### config.mk
export PLATFORM = sky130hd
export DESIGN_NAME = qsn_shift_sched
export DESIGN_NICKNAME = d
export VERILOG_FILES = /design/src/rtl/qsn_shift_sched.sv
export SDC_FILE = /design/constraint.sdc
export NUM_CORES = 1
export LEC_CHECK = 0
export ABC_AREA = 1
export CELL_PAD_IN_SITES_DETAIL_PLACEMENT = 1
export CELL_PAD_IN_SITES_GLOBAL_PLACEMENT = 1
export CORE_ASPECT_RATIO = 1.1
export CORE_UTILIZATION = 43
export DETAILED_ROUTE_END_ITERATION = 8
export PLACE_DENSITY_LB_ADDON = 0.2
export SYNTH_ARGS = -nofsm -noshare
export SYNTH_HDL_FRONTEND = slang
export SYNTH_SLANG_ARGS = --single-unit
### constraint.sdc
create_clock -name sys_clk -period 2.4 [get_ports sys_clk]
set_input_delay 0.6 -clock sys_clk [delete_from_list [all_inputs] [get_ports sys_clk]]
set_output_delay 0.6 -clock sys_clk [all_outputs]
set_load 0.05 [all_outputs]
### src/rtl/qsn_shift_sched.sv
// qsn_shift_sched: issues one cyclic-shift command per cycle for a layer.
// A per-column shift table is programmed while idle. A start pulse walks
// num_cols entries (saturated to DEPTH). Each issue registers the left/right
// shifter selects and the lane merge mask of a length-Z QSN. The column tag
// is then delayed by QSN_LAT so that it lines up with the shifted data.
// Ports: sys_clk/rst clock and sync reset; cfg_we/cfg_addr/cfg_shift table
// write, cfg_err sticky error; start/num_cols launch; out_ready issue
// enable; busy/done status; left_sel/right_sel/merge_sel/sel_valid/sel_col
// shifter command; out_valid/out_col delay-matched data tag.
module qsn_shift_sched #(
  parameter int Z       = 17,
  parameter int SEL_W   = 5,
  parameter int DEPTH   = 16,
  parameter int ADDR_W  = 4,
  parameter int QSN_LAT = 1
) (
  input  logic              sys_clk,
  input  logic              rst,
  input  logic              cfg_we,
  input  logic [ADDR_W-1:0] cfg_addr,
  input  logic [SEL_W-1:0]  cfg_shift,
  output logic              cfg_err,
  input  logic              start,
  input  logic [ADDR_W:0]   num_cols,
  input  logic              out_ready,
  output logic              busy,
  output logic              done,
  output logic [SEL_W-1:0]  left_sel,
  output logic [SEL_W-1:0]  right_sel,
  output logic [Z-1:0]      merge_sel,
  output logic              sel_valid,
  output logic [ADDR_W-1:0] sel_col,
  output logic              out_valid,
  output logic [ADDR_W-1:0] out_col
);

  typedef enum logic [1:0] {IDLE, RUN, DRAIN} state_t;

  state_t            state, state_nxt;
  logic [SEL_W-1:0]  shift_tbl [DEPTH];
  logic [ADDR_W-1:0] ptr;
  logic [ADDR_W-1:0] last_ptr;
  logic              issue;
  logic              wr_ok;
  logic              pipe_empty;
  logic              vld_p [QSN_LAT];
  logic [ADDR_W-1:0] col_p [QSN_LAT];
  logic [SEL_W-1:0]  cur_shift;

  function automatic logic [SEL_W-1:0] right_sel_of(input logic [SEL_W-1:0] s);
    if (s == '0) return '0;
    return SEL_W'(Z - int'(s));
  endfunction

  function automatic logic [Z-1:0] merge_of(input logic [SEL_W-1:0] s);
    logic [Z-1:0] m;
    for (int i = 0; i < Z; i++) m[i] = (i < Z - int'(s));
    return m;
  endfunction

  // Saturates the requested count to DEPTH and returns the last column index.
  function automatic logic [ADDR_W-1:0] last_col_of(input logic [ADDR_W:0] n);
    logic [ADDR_W:0] c;
    c = (int'(n) > DEPTH) ? (ADDR_W+1)'(DEPTH) : n;
    return ADDR_W'(c - (ADDR_W+1)'(1));
  endfunction

  assign cur_shift = shift_tbl[ptr];
  assign wr_ok     = cfg_we && (state == IDLE) && (int'(cfg_shift) < Z);

  always_ff @(posedge sys_clk) begin
    if (rst) state <= IDLE;
    else     state <= state_nxt;
  end

  always_comb begin
    state_nxt = state;
    case (state)
      IDLE:    if (start && (num_cols != '0)) state_nxt = RUN;
      RUN:     if (issue && (ptr == last_ptr)) state_nxt = DRAIN;
      DRAIN:   if (pipe_empty) state_nxt = IDLE;
      default: state_nxt = IDLE;
    endcase
  end

  always_comb begin
    busy  = (state != IDLE);
    issue = (state == RUN) && out_ready;
  end

  // The last tag may sit in the output stage; everything upstream must be idle.
  always_comb begin
    pipe_empty = !sel_valid;
    for (int k = 0; k < QSN_LAT - 1; k++) begin
      if (vld_p[k]) pipe_empty = 1'b0;
    end
  end

  always_ff @(posedge sys_clk) begin
    if (rst) begin
      for (int k = 0; k < DEPTH; k++) shift_tbl[k] <= '0;
    end else if (wr_ok) begin
      shift_tbl[cfg_addr] <= cfg_shift;
    end
  end

  always_ff @(posedge sys_clk) begin
    if (rst) begin
      ptr      <= '0;
      last_ptr <= '0;
      done     <= 1'b0;
      cfg_err  <= 1'b0;
    end else begin
      done <= ((state == IDLE) && start && (num_cols == '0)) ||
              ((state == DRAIN) && pipe_empty);
      if ((state == IDLE) && start) begin
        ptr      <= '0;
        last_ptr <= last_col_of(num_cols);
      end else if (issue) begin
        ptr <= ptr + ADDR_W'(1);
      end
      if (cfg_we && !wr_ok) cfg_err <= 1'b1;
    end
  end

  // Stage p0: registered shifter command; selects hold across stall bubbles.
  always_ff @(posedge sys_clk) begin
    if (rst) begin
      sel_valid <= 1'b0;
      sel_col   <= '0;
      left_sel  <= '0;
      right_sel <= '0;
      merge_sel <= '0;
    end else begin
      sel_valid <= issue;
      if (issue) begin
        sel_col   <= ptr;
        left_sel  <= cur_shift;
        right_sel <= right_sel_of(cur_shift);
        merge_sel <= merge_of(cur_shift);
      end
    end
  end

  // Stages p1..pQSN_LAT: tag delay matching the shifter datapath.
  always_ff @(posedge sys_clk) begin
    if (rst) begin
      for (int k = 0; k < QSN_LAT; k++) begin
        vld_p[k] <= 1'b0;
        col_p[k] <= '0;
      end
    end else begin
      vld_p[0] <= sel_valid;
      col_p[0] <= sel_col;
      for (int k = 1; k < QSN_LAT; k++) begin
        vld_p[k] <= vld_p[k-1];
        col_p[k] <= col_p[k-1];
      end
    end
  end

  assign out_valid = vld_p[QSN_LAT-1];
  assign out_col   = col_p[QSN_LAT-1];

endmodule

==> results_tabular.tex, run 1 <==
\begin{tabular}{lr}
\hline
Metric & Value \\
\hline
\multicolumn{2}{l}{\textbf{Final layout}} \\
Fillers & 1557 \\
Layout Area Growth over Synthesis & 29.5\% \\
Share of cells above drive strength 1 & 15.2\% \\
Final net count & 815 \\
Final standard cell utilization of the core & 57.8\% \\
Diodes inserted & 0 \\
Non-filler cells, final & 989 \\
Finished layout cell area & 7730 um2 \\
\multicolumn{2}{l}{\textbf{Routing}} \\
Met3 layer wire length in the routed design & 1.04 mm \\
Highest metal layer with signal wires & met4 \\
Detailed router's first-iteration violation count & 264 \\
DRC violation count after routing & 0 \\
Antenna Nets Post-Route & 0 \\
Aggregate routed wire length & 18.0 mm \\
Routed length on met1 & 7.45 mm \\
Average wire per cell in the routed design & 18.2 um \\
Via count of the routed design & 5139 \\
Routed vias/inst & 5.20 \\
Amount of wire on met2 after detailed routing & 9.04 mm \\
1st-pass router iterations & 5 \\
\multicolumn{2}{l}{\textbf{Synth}} \\
Commonest cells in the netlist & nand2\_1 (150), nor2\_1 (139), edfxtp\_1 (80) \\
Combined area of all synthesized cells & 5970 um2 \\
Net count after synthesis & 713 \\
Prevailing post-synth register cell & edfxtp\_1 \\
Number of distinct library cells after synthesis & 38 \\
Seq/Total Area, Yosys & 58.0\% \\
Dominant cell type by area after synthesis & edfxtp\_1 \\
Gate count of the mapped netlist & 690 \\
Biggest area contributors in the synthesized netlist & edfxtp\_1 (40\%), dfxtp\_1 (18\%), nand2\_1 (9.4\%) \\
Synthesized flop and latch total & 133 \\
Count of synthesis-stage warnings from yosys & 0 \\
Number of enable-type register cells in the synthesized netlist & 80 \\
Mean post-synth cell area & 8.66 um2 \\
Fraction of registers with async set or reset after synthesis & 0\% \\
Count leader, synth & nand2\_1 \\
Area share of the leading cell type in the synthesized netlist & 40.2\% \\
\multicolumn{2}{l}{\textbf{Clock network}} \\
TritonCTS buffer count & 17 \\
CTS Sinks & 133 \\
CTS clock-pin slew for the worst setup and hold paths & 0.06 ns \\
Cts-stage hold buffer count & 0 \\
Later-pin clock latency in the skew report & 0.42 ns \\
Clock H-tree levels & 4 \\
Clock tree from TritonCTS & done \\
Maximum clock insertion buffer count & 2 \\
Buffer type at the clock tree root & clkbuf\_16 \\
\multicolumn{2}{l}{\textbf{Worst setup path}} \\
Type of destination of the critical path & flip-flop \\
Category of the most critical setup path & in -> reg \\
Worst-path fanout max & 5 \\
Cell with the largest stage delay on the worst path & clkdlybuf4s50\_1 \\
Most used cell, CP & buf\_4 \\
Cells along the critical path & clkdlybuf4s50\_1 -> o41ai\_1 -> buf\_4 -> nand4\_1 -> buf\_4 -> nor2\_1 -> buf\_4 -> nand2\_1 -> nand2\_1 \\
Startpoint kind of the worst setup timing path & input pin \\
Slowest Stage Delay on Critical Path & 0.42 ns \\
Endpoint arrival time on the critical path & 2.46 ns \\
Critical Path RT & 2.51 ns \\
\multicolumn{2}{l}{\textbf{Placed design}} \\
Port Buf Inserts & 58 \\
DP Wirelength & 11.6 mm \\
Placed cell count & 949 \\
Placement-stage cell area & 6980 um2 \\
Global placement routability congestion & 0.837 \\
\multicolumn{2}{l}{\textbf{Floorplan}} \\
Core Box Area & 13400 um2 \\
Die height & 126 um \\
Row count & 44 \\
Boundary pin count & 59 \\
Area enclosed by the die boundary & 14400 um2 \\
Die Wd & 114 um \\
Initial core utilization & 44.6\% \\
\multicolumn{2}{l}{\textbf{STA}} \\
Setup repair after global routing missed its margin & yes \\
Highest Clock Rate & 426 MHz \\
Final hold violations & 0 \\
Relative slew slack & 64.3\% \\
Setup Skew & 0.00973 ns \\
Least-Margin Pin Slew & 0.534 ns \\
Final setup violation count & 0 \\
Total negative setup slack & 0 ns \\
Total count of max-transition violations in the final report & 0 \\
Clock period minus final worst setup slack & 2.35 ns \\
Part of the cycle the worst path needs & 97.8\% \\
\multicolumn{2}{l}{\textbf{Global route}} \\
Total congestion overflow after global routing & 0 \\
Pin count of the biggest net entering global routing & 34 \\
Via count of the first global-routing pass & 5428 \\
Wire length of the first global-routing pass & 27.1 mm \\
Number of antenna violations at the first check in global routing & 0 \\
GRT Total Usage & 25.0\% \\
\multicolumn{2}{l}{\textbf{Status}} \\
Run status & finished clean \\
\multicolumn{2}{l}{\textbf{Pwr}} \\
Overall power consumption & 5.78 mW \\
Static leakage & 3.21 nW \\
Power density over the cells & 748 nW/um2 \\
Worst ir drop on vdd & 0.439 mV \\
\multicolumn{2}{l}{\textbf{Job}} \\
\# Max-Cap Violations & 0 \\
\multicolumn{2}{l}{\textbf{Hold path}} \\
HP Class & reg -> reg \\
\hline
\end{tabular}
-- cell type report --
class	instances	area [um2]	share of cell area, %
sequential	133	3470	44.9
clock buffer	20	479	6.20
timing repair buffer	111	1060	13.7
clock inverter	12	72.6	0.939
tap	184	230	2.98
inverter	77	304	3.93
multi-input combinational	452	2120	27.4
-- routing by layer --
layer  vias up  GRT usage (%)
met1      2508           29.3
met4         0           10.4
met5         -              0
li1       2455              -
met3        35           6.74
met2       141           43.1
-- what timing repair did --
| action | CTS | global route |
|---|---|---|
| setup endpoints to repair | 12 | 81 |
| buffers inserted | 0 | 5 |
| resized for setup | 2 | 26 |
| pin swaps | 0 | 5 |
| cloned | 0 | 3 |
-- placed cells by master (no fill, tap or decap), types with 23 or more instances in the layout --
cell type	Yosys	layout
a21oi_1	23	23
buf_4	3	47
clkdlybuf4s50_1	0	57
dfxtp_1	53	51
edfxtp_1	80	80
inv_1	69	68
nand2_1	150	146
nand3_1	52	48
nor2_1	139	137
o21ai_0	23	23
-- worst max-delay path, delay by kind of cell --
kind                   cells  cell delay, ns
and+or+nand+nor            4            0.53
buffers and inverters      4            0.95
AOI/OAI and AO/OA          1            0.38
-- stage by stage --
stage	hold slack, ns	setup WS (ns)
after floorplan	0.447	0.236
after global placement	0.426	-0.318
after detailed placement	0.435	-0.352
after CTS	0.450	0.00163
after global routing	0.472	-0.0665
final	0.451	0.0540
-- where the power goes --
part	switching (mW)	internal [mW]
clock	0.973	1.43
sequential	0.0503	2.52
combinational	0.544	0.265
total	1.57	4.22
-- flip-flops by register name, summed over array words and instances, names as in the netlist, named ones only --
signal,count
cfg_err,1
done,1
shift_tbl,80
sel_col,4
last_ptr,4
col_p,4
vld_p,1
right_sel,5
left_sel,5
merge_sel,17
ptr,4
state,2
sel_valid,1
-- kinds of logic (layout without fill, tap and decap cells) --
logic type / count (synthesis) / in the layout / share of synthesized area [%]
simple gates: 368 / 368 / 25.4
flops: 133 / 133 / 58.0
buf+inv: 105 / 220 / 7.69
compound gates: 78 / 78 / 7.79
fa+ha+maj: 4 / 4 / 0.838
xor+xnor: 2 / 2 / 0.293
-- path summary, 6_finish.rpt --
check	to	slack [ns]	from	cells after the start
setup / recovery	shift_tbl[6][2]	0.05	cfg_shift[3]	9
hold / removal	col_p[0][1]	0.45	sel_col[1]	2
setup reg to reg	merge_sel[13]	0.08	flip-flop	12
hold reg to reg	col_p[0][1]	0.45	sel_col[1]	2
(Power assumes the default switching activity.)
==> run 2: changes to the inputs <==
--- a/config.mk
+++ b/config.mk
@@ -12,6 +12,7 @@
 export CORE_UTILIZATION = 43
 export DETAILED_ROUTE_END_ITERATION = 8
 export PLACE_DENSITY_LB_ADDON = 0.2
+export SLEW_MARGIN = 30
 export SYNTH_ARGS = -nofsm -noshare
 export SYNTH_HDL_FRONTEND = slang
 export SYNTH_SLANG_ARGS = --single-unit
==> results of run 2 <==
Same layout as run 1: the final DEF is identical, and so are final timing and power.
==> RTL change (flow settings as in run 2) <==
Register the output `cfg_err` once more, cleared by the reset; this adds one clock of latency there. The other outputs are not delayed to match.
--- a/src/rtl/qsn_shift_sched.sv
+++ b/src/rtl/qsn_shift_sched.sv
@@ -37,2 +37,4 @@
   typedef enum logic [1:0] {IDLE, RUN, DRAIN} state_t;
+
+  logic cfg_err_s0;
 
@@ -111,3 +113,3 @@
       done     <= 1'b0;
-      cfg_err  <= 1'b0;
+      cfg_err_s0 <= 1'b0;
     end else begin
@@ -121,3 +123,3 @@
       end
-      if (cfg_we && !wr_ok) cfg_err <= 1'b1;
+      if (cfg_we && !wr_ok) cfg_err_s0 <= 1'b1;
     end
@@ -164,2 +166,10 @@
 
+  always_ff @(posedge sys_clk) begin
+    if (rst) begin
+      cfg_err <= '0;
+    end else begin
+      cfg_err <= cfg_err_s0;
+    end
+  end
+
 endmodule
Formal check against the unedited RTL: not equivalent (a bounded check fails within 4 cycles, from zero or initial values and one cycle with rst high).
==> RTL change against run 2 <==
- the flow now finishes with violations (negative setup slack)
- worst setup slack lost 0.13 ns
- sequential share of layout area shrank 2.4 points
- critical path depth grew 8
- highest routed layer unchanged
- largest cell class unchanged
- routed wire length grew 7.8%
- total power grew 8.3%
- design area grew 6.2%
- sequential cell count grew 1
- core utilization grew 1.8 points
- area after synthesis grew 1.3%
- register-to-register slack lost 0.16 ns
==> RTL change: results (changes against run 2) <==
| Metric | Value |
|---|---|
| Mapped Nets | 714 (+0.14%) |
| Global Route Usage Sum | 0.255 (+0.00427) |
| Final #Nets | 837 (+2.7%) |
| Vias in the first global route | 5571 (+2.6%) |
| VDD IR max | 0.437 mV (-0.41%) |
| Post-DP HPWL | 12100 µm (+3.8%) |
| Synth top cells by count | nand2_1 (165), nor2_1 (126), edfxtp_1 (80) |
| Routability cong. | 0.866 (+3.4%) |
| Met1 Wirelength | 7420 µm (-0.31%) |
| LEAKAGE | 0.00343 µW (+6.8%) |
| FF-to-FF path depth | 17 (+5) |
| Met1 Use GR | 0.274 (-0.0186) |
| Met2 usage | 0.464 (+0.0325) |
| Wire length on met2 | 10600 µm (+17%) |
| First-pass GRT wire length | 27300 µm (+0.74%) |
| Sequential power | 2580 µW (about the same) |
| Largest cells by area after synthesis | edfxtp_1 (40%), dfxtp_1 (18%), nand2_1 (10%) |
| Failing checks | negative setup slack |
| Final setup fails | 14 (+14) |
| CP delay by family, top | simple AND/OR/NAND/NOR gates |
| GR met3 Demand/Resource | 0.0454 (-0.0220) |
| DRT iter0 DRCs | 346 (+31%) |
| Kind of critical path | flip-flop to flip-flop |
| Largest net degree at the start of global routing | 35 (+2.9%) |
| Critical Path Max Stage Delay | 0.32 ns (-0.10 ns) |
| Area share of the largest cell type after synthesis | 0.397 (-0.00516) |
| WL met3 | 672 µm (-36%) |
| Max Clock Skew | 0.00757 ns (-0.00216 ns) |
| End of the worst register-to-register path | merge_sel[12]$_SDFFE_PP0P_ |
| Max-slew headroom | 0.634 (-0.00852) |
| Switching Share | 0.255 (-0.0163) |
| Part of the Yosys area used for sequential elements | 0.576 (-0.00413) |
| Power share of the combinational group | 0.149 (+0.009) |
| CTS resizes | 7 (+5) |
| Crit-path slowest cell | dfxtp_2 |
| Outcome | finished with violations |
| Final Worst Setup Slack | -0.0791 ns (-0.133 ns) |
| Share of cells above drive strength 1 | 0.207 (+0.0552) |
==> RTL change: changes by cell type after synthesis, moves of 3 or more <==
cell	before	now
nand2_1	150	165
buf_6	6	3
o21ai_1	7	1
nand4_1	8	2
nor3_1	7	4
a21oi_1	23	27
nand2_2	7	12
nand3_1	52	47
nand3_2	0	3
nor2_1	139	126
==> RTL change: worst min-delay path by stage <==
stage | startpoint | to | slack, ns
floorplan | cfg_err_s0$_SDFFE_PP0P_ | cfg_err$_SDFF_PP0_ | 0.41
global placement | cfg_err_s0$_SDFFE_PP0P_ | cfg_err$_SDFF_PP0_ | 0.42
detailed placement | cfg_err_s0$_SDFFE_PP0P_ | cfg_err$_SDFF_PP0_ | 0.43
CTS | cfg_err_s0$_SDFFE_PP0P_ | cfg_err$_SDFF_PP0_ | 0.44
global route | sel_col[3]$_SDFFE_PP0P_ | col_p[0][3]$_SDFF_PP0_ | 0.47
finish | sel_col[3]$_SDFFE_PP0P_ | col_p[0][3]$_SDFF_PP0_ | 0.44
==> RTL change: kinds of logic after synthesis <==
family / count (synthesis) / share of synthesized area
AND/OR/NAND/NOR: 371 / 0.263
flip-flops: 134 / 0.576
buffers and inverters: 103 / 0.0747
AO/OA/AOI/OAI: 77 / 0.0751
adder cells (fa/ha/maj): 4 / 0.00827
XOR/XNOR: 2 / 0.00290
==> RTL change: final cells by class <==
class                      instances  area (µm²)
inverter                          76         303
fill                            1603        5580
sequential                       134        3480
multi-input combinational        454        2320
clock inverter                     7         113
timing repair buffer             131        1240
clock buffer                      25         518
tap                              188         235
==> RTL change: per-stage QoR <==
step / cell area, µm² / instances
2_1_floorplan: 6050 / 691
3_3_place_gp: 7200 / 970
3_5_place_dp: 7200 / 970
4_1_cts: 7890 / 1003
5_1_grt: 8220 / 1015
6_report: 8220 / 1015
